[config.mk]
export PLATFORM = sky130hd
export DESIGN_NAME = result_tx_fsm
export DESIGN_NICKNAME = d
export VERILOG_FILES = /design/src/rtl/result_tx_fsm.sv
export SDC_FILE = /design/constraint.sdc
export NUM_CORES = 1
export LEC_CHECK = 0
export ABC_AREA = 1
export BUFFER_PORTS_ARGS = -buffer_cell sky130_fd_sc_hd__buf_2
export CAP_MARGIN = 20
export CORE_MARGIN = 1
export CORE_UTILIZATION = 51
export CTS_CLUSTER_DIAMETER = 200
export DETAILED_ROUTE_END_ITERATION = 7
export PLACE_DENSITY = 0.79
export SYNTH_ARGS = -nofsm -noshare
export SYNTH_HDL_FRONTEND = slang
export SYNTH_SLANG_ARGS = --single-unit
export TNS_END_PERCENT = 30
[constraint.sdc]
create_clock -name clk -period 3.15 [get_ports clk]
set_input_delay 0.4725 -clock clk [delete_from_list [all_inputs] [get_ports clk]]
set_output_delay 0.4725 -clock clk [all_outputs]
set_load 0.02 [all_outputs]
[src/rtl/result_tx_fsm.sv]
// Serializes one captured 2*DATA_W result as high word then low word; with
// RESULT_TX_STATUS_EN a third {op_code, flags, 0} status word follows.
module result_tx_fsm #(
   parameter int DATA_W = 32,
   parameter int CODE_W = 8,
   parameter int FLAG_W = 4,
   parameter int CNT_W  = 16
) (
   input  logic                clk,
   input  logic                rst_i,
   input  logic                result_valid_i,
   output logic                result_ready_o,
   input  logic [2*DATA_W-1:0] result_i,
   input  logic [CODE_W-1:0]   op_code_i,
   input  logic [FLAG_W-1:0]   flags_i,
   output logic [DATA_W-1:0]   wr_data_o,
   output logic                wr_data_valid_o,
   input  logic                wr_data_ready_i,
   output logic                tx_done_o,
   output logic [CNT_W-1:0]    sent_count_o
);

`ifdef RESULT_TX_STATUS_EN
   typedef enum logic [1:0] {IDLE, SEND_HI, SEND_LO, SEND_STAT} state_t;
   localparam state_t LAST_ST = SEND_STAT;
   localparam int     PAD_W   = DATA_W - CODE_W - FLAG_W;
   logic [CODE_W-1:0] cap_op_q;
   logic [FLAG_W-1:0] cap_flags_q;
`else
   typedef enum logic [1:0] {IDLE, SEND_HI, SEND_LO} state_t;
   localparam state_t LAST_ST = SEND_LO;
   logic unused_status_in;
   assign unused_status_in = ^{op_code_i, flags_i};
`endif

   state_t              state_q;
   logic [DATA_W-1:0]   cap_lo_q;
   logic [DATA_W-1:0]   wr_data_q;
   logic                wr_data_valid_q;
   logic                result_ready_q;
   logic [CNT_W-1:0]    sent_count_q;

   assign result_ready_o  = result_ready_q;
   assign wr_data_o       = wr_data_q;
   assign wr_data_valid_o = wr_data_valid_q;
   assign sent_count_o    = sent_count_q;
   // Done is qualified by the live ready so it coincides with the accepting cycle.
   assign tx_done_o       = wr_data_valid_q & wr_data_ready_i & (state_q == LAST_ST);

   always_ff @(posedge clk) begin
      if (rst_i) begin
         state_q         <= IDLE;
         cap_lo_q        <= '0;
         wr_data_q       <= '0;
         wr_data_valid_q <= 1'b0;
         result_ready_q  <= 1'b1;
         sent_count_q    <= '0;
`ifdef RESULT_TX_STATUS_EN
         cap_op_q        <= '0;
         cap_flags_q     <= '0;
`endif
      end else begin
         case (state_q)
            IDLE: begin
               if (result_valid_i) begin
                  // High word goes straight to the output register; only the low half is kept.
                  cap_lo_q        <= result_i[DATA_W-1:0];
                  wr_data_q       <= result_i[2*DATA_W-1:DATA_W];
                  wr_data_valid_q <= 1'b1;
                  result_ready_q  <= 1'b0;
                  state_q         <= SEND_HI;
`ifdef RESULT_TX_STATUS_EN
                  cap_op_q        <= op_code_i;
                  cap_flags_q     <= flags_i;
`endif
               end
            end
            SEND_HI: begin
               if (wr_data_ready_i) begin
                  wr_data_q <= cap_lo_q;
                  state_q   <= SEND_LO;
               end
            end
            SEND_LO: begin
               if (wr_data_ready_i) begin
`ifdef RESULT_TX_STATUS_EN
                  wr_data_q <= {cap_op_q, cap_flags_q, {PAD_W{1'b0}}};
                  state_q   <= SEND_STAT;
`else
                  wr_data_q       <= '0;
                  wr_data_valid_q <= 1'b0;
                  result_ready_q  <= 1'b1;
                  sent_count_q    <= sent_count_q + 1'b1;
                  state_q         <= IDLE;
`endif
               end
            end
`ifdef RESULT_TX_STATUS_EN
            SEND_STAT: begin
               if (wr_data_ready_i) begin
                  wr_data_q       <= '0;
                  wr_data_valid_q <= 1'b0;
                  result_ready_q  <= 1'b1;
                  sent_count_q    <= sent_count_q + 1'b1;
                  state_q         <= IDLE;
               end
            end
`endif
            default: begin
               wr_data_valid_q <= 1'b0;
               result_ready_q  <= 1'b1;
               state_q         <= IDLE;
            end
         endcase
      end
   end

endmodule

Word level (Yosys, flattened, before mapping) --
Cells that the tools add are included.
Storage, ports and cells: register bits 84, output and inout port bits 51, word-level logic and storage cells 36
Cells by class: add/sub/neg operators 1, equality and inequality tests 5, mux-type cells 14, bitwise operators 3, reductions and logical operators 7
Operator list (number):
- $mux 32 | 3
- $pmux 32 s3 | 1
- $add 16x1->16 const B | 1
- $mux 2 | 3
- $ne 2x2->1 const B | 3
- $pmux 1 s3 | 2
- $pmux 2 s3 | 1
- $reduce_and 3->1 | 2
- $mux 1 | 4
- $reduce_and 2->1 | 2
- $reduce_and 4->1 | 1
- $reduce_bool 3->1 | 1
- $and 1x1->1 | 2
- $eq 2x1->1 const B | 1
- $eq 2x2->1 const B | 1
- $logic_not 2->1 | 1
- $not 1->1 | 1

Logic depth before layout (Yosys ltp) --
word-level depth 3, gate-level depth with buffers 10, mapped depth without buffers 10

Worst setup path before layout --
No wires, ideal clock.
path kind flip-flop to flip-flop, start reg state_q[0], end reg wr_data_q[18] (netlist: wr_data_o[18]), data arrival time 1472 ps, data required time 3036 ps, setup slack 1564 ps, cell stages (with the launch flop) 10, clock period less this slack 1586 ps, path through dfxtp_1 -> inv_1 -> ha_1 -> inv_1 -> nor2_1 -> nor3_4 -> buf_6 -> nand2_1 -> nand2_1 -> nor2_2
On the way: word-level cells in the longest chain between the ends 3, elaborated cells on any way between the ends 9
RTL lines:
- start, declared | RTL line 36 | state_t state_q;
- start signal, assigned | RTL line 52 | state_q <= IDLE;
- start signal, assigned | RTL line 71 | state_q <= SEND_HI;
- start signal, assigned | RTL line 81 | state_q <= SEND_LO;
- $eq 2x1->1, or another cell as far along | RTL line 63 | case (state_q)
- $ne 2x2->1 (no line) or $reduce_bool 3->1 (tied branches)
- $reduce_and 4->1 (no line)
- end signal, assigned | RTL line 68 | wr_data_q <= result_i[2*DATA_W-1:DATA_W];
- end signal, assigned | RTL line 80 | wr_data_q <= cap_lo_q;
- end, declared | RTL line 38 | logic [DATA_W-1:0] wr_data_q;
Parallel ways exist; a longest one is shown, timed or not. A chain may end at the register's enable or synchronous reset.

Worst setup path after layout --
start reg state_q[0], end reg wr_data_q[11] (netlist: wr_data_o[11])
Same word-level chain as after synthesis.

==> impl_metrics.tcl <==
set metrics [dict create \
    synthCells 597 \
    final_area_mm2 0.004746 \
    drt-pass1-iter-count 6 \
    crit_arrival_ps 2390 \
    rows 31 \
    setup-tns-final_ps 0 \
    p_per_area_mw_per_mm2 937.9 \
    r2r_end "wr_data_o[11]$_SDFFE_PP0P_" \
    fin_nets 787 \
    p_leak_nw 2.449 \
    finalHoldViolCount 0 \
    syn_nets 683 \
    fmax_mhz 472.2 \
    via_per_inst 4.680 \
    synth_seq_cells 84 \
    layout-area-overhead-vs-synth_pct 20.49 \
    n_antenna_cell 0 \
    synthTopCellsByCount "nor2_1 (154), nand2_1 (100), inv_1 (88), dfxtp_1 (84), o21ai_0 (66)" \
    cp-end-kind "flop" \
    yosysTopAreaCellShare_pct 42.69 \
    routedWlPerCell_um 11.21 \
    seq_area_frac_synth_pct 42.69 \
    cts_tree "done" \
    post_cts_buffers 0 \
    ant_nets 0 \
    grt_pass1_wl_um 15360 \
    multi_input_area_mm2 0.001748 \
    reg2reg_slack_ps 1030 \
    clock_skew_ps 11.92 \
    dieArea_mm2 0.008078 \
    clockBufferDepth 2 \
    grtUsageTotal_pct 23.07 \
    setup_viol 0 \
    slew_headroom_pct 35.39 \
    regArea_mm2 0.001682 \
    synth_top_area_cell "dfxtp_1" \
    die_x_um 89.88 \
    async_reset_ff_share_pct 0 \
    cts.sinks 84 \
    ir_drop_uv 393.6 \
    fin_crit_ps 2118 \
    cts_made_buffers 9 \
    h-tree-depth 3 \
    grt_pass1_vias 3512 \
    clk_pin_slew_worst_paths_ps 90 \
    clk_latency_ps 350 \
    fillers 709 \
    min_period_over_period_pct 67.23 \
    grt_start_max_net_pins 65 \
    synth-edff-count 0 \
    p_total_mw 4.451 \
    antenna_found_initial 0 \
    drtIter0Drc 143 \
    drive_gt1_share_pct 20.96 \
    hold_buffers 0 \
    yosysMostFrequentCell "nor2_1" \
    syn_area_per_cell_um2 6.598 \
    holdCritStartpoint "result_i[6]" \
    dpl_cell_area_mm2 0.004523 \
    rsz0062_at_grt "false" \
    r2r_start "state_q[0]$_SDFFE_PP0P_" \
    start_util_pct 53.45 \
    finish.utilization_pct 64.40 \
    status "complete, no violations" \
    drc 0 \
    drv_cap 0 \
    crit_end "wr_data_o[11]$_SDFFE_PP0P_" \
    r2r_cells 9 \
    ys_types 26 \
    tightest_slew_ps 967.8 \
    cp-startpoint "state_q[0]$_SDFFE_PP0P_" \
    crit_required_ps 3430 \
    path_class "reg -> reg" \
    ios 131 \
    hp-class "in -> reg" \
    io_buffer_count 118 \
    core-area_mm2 0.007370 \
    maxSlewViolCount 0 \
    cts_resized 0 \
    gp_congestion 0.7828 \
    synthTopCellsByArea "dfxtp_1 (43%), nor2_1 (15%), nand2_1 (9.5%), inv_1 (8.4%), o21ai_0 (8.4%)" \
    root_buffer "clkbuf_8" \
    synth_top_flop_cell "dfxtp_1" \
    crit_fanout 38 \
    drt_wl_total_um 9022 \
    ys_warn_count 0 \
    dp_hpwl_um 6038 \
    syn_area_mm2 0.003939 \
    vias 3767 \
    grt-ovfl-total 0 \
    die_h_um 89.88 \
    start_kind "flop" \
]
-- worst max-delay path, stage by stage (launching register included) --
cell and delay (ps):
dfxtp_1 390, inv_1 90, ha_2 710, buf_4 340, nand3_1 90, o21ai_0 80
inv_1 50, nand2_1 60, nand2_1 70, nor2_1 150
-- report_power, final --
| group | leakage [nW] | total [mW] | switching (mW) | internal (mW) |
|---|---|---|---|---|
| Sequential | 0.693 | 1.58 | 0.171 | 1.41 |
| Clock | 0.110 | 0.854 | 0.402 | 0.452 |
| Combinational | 1.65 | 2.01 | 1.36 | 0.651 |
-- logic make-up (layout without fill, tap and decap cells) --
| group | Yosys count | in the layout | share of synthesized area, % |
|---|---|---|---|
| fa+ha+maj | 6 | 6 | 1.906 |
| compound gates | 85 | 85 | 11.12 |
| flops | 84 | 84 | 42.69 |
| xor+xnor | 3 | 3 | 0.6672 |
| simple gates | 299 | 299 | 30.62 |
| buf+inv | 120 | 229 | 12.99 |
-- worst min path at each step --
stage                                      to  slack, ps  depth (start not counted)
finish               cap_lo_q[6]$_SDFFE_PP0P_        360                          3
global route         cap_lo_q[6]$_SDFFE_PP0P_        360                          3
CTS                  cap_lo_q[6]$_SDFFE_PP0P_        360                          3
detailed placement  cap_lo_q[30]$_SDFFE_PP0P_        450                          2
global placement    cap_lo_q[30]$_SDFFE_PP0P_        440                          2
floorplan           cap_lo_q[28]$_SDFFE_PP0P_        430                          2
-- layer usage --
layer	part of all wire, %	GRT usage [%]	routed length, µm
met1	47	28.40	4197
met2	48	40.26	4345
met3	3.8	2.961	339
met4	1.6	10.35	141
met5	0	0	0
-- state kept, by name, summed over array words and instances (netlist names) --
name,count
wr_data_valid_o,1
cap_lo_q,32
wr_data_o,32
result_ready_o,1
sent_count_o,16
state_q,2
-- cells in the final DEF (no fill, tap or decap) --
master      instances
inv_1              87
buf_2             118
ha_1                5
dfxtp_1            84
clkinv_4            1
nand4_1             3
clkbuf_8            9
nand3_1            34
nand2_1           100
inv_2               2
o21bai_1            1
clkinvlp_4          1
o21ai_0            66
nor2_2              2
xor2_1              2
nor2_1            154
a21oi_1            11
nor3_1              2
nor3_4              1
xnor2_1             1
o22ai_1             4
ha_2                1
o211ai_1            1
buf_4               6
bufinv_16           2
nor2_4              1
a31oi_1             2
nand2_2             1
inv_6               2
nor3b_1             1
clkinv_2            1
-- cell type report --
class	count	share of cell area, %
multi-input cells	393	36.83
flip-flops and latches	84	35.43
repair buffers	124	13.39
inverters	89	7.039
clock buffers	9	2.610
well taps	99	2.610
clock inverters	7	2.083
-- metrics by stage --
step	hold slack, ps	std cells	worst slack, ps
CTS	357.4	805	1018
global placement	443.7	789	1144
finish	364.7	805	1032
detailed placement	449.0	789	1058
floorplan	429.7	597	1564
global route	359.3	805	798.1
(Power assumes the default switching activity.)
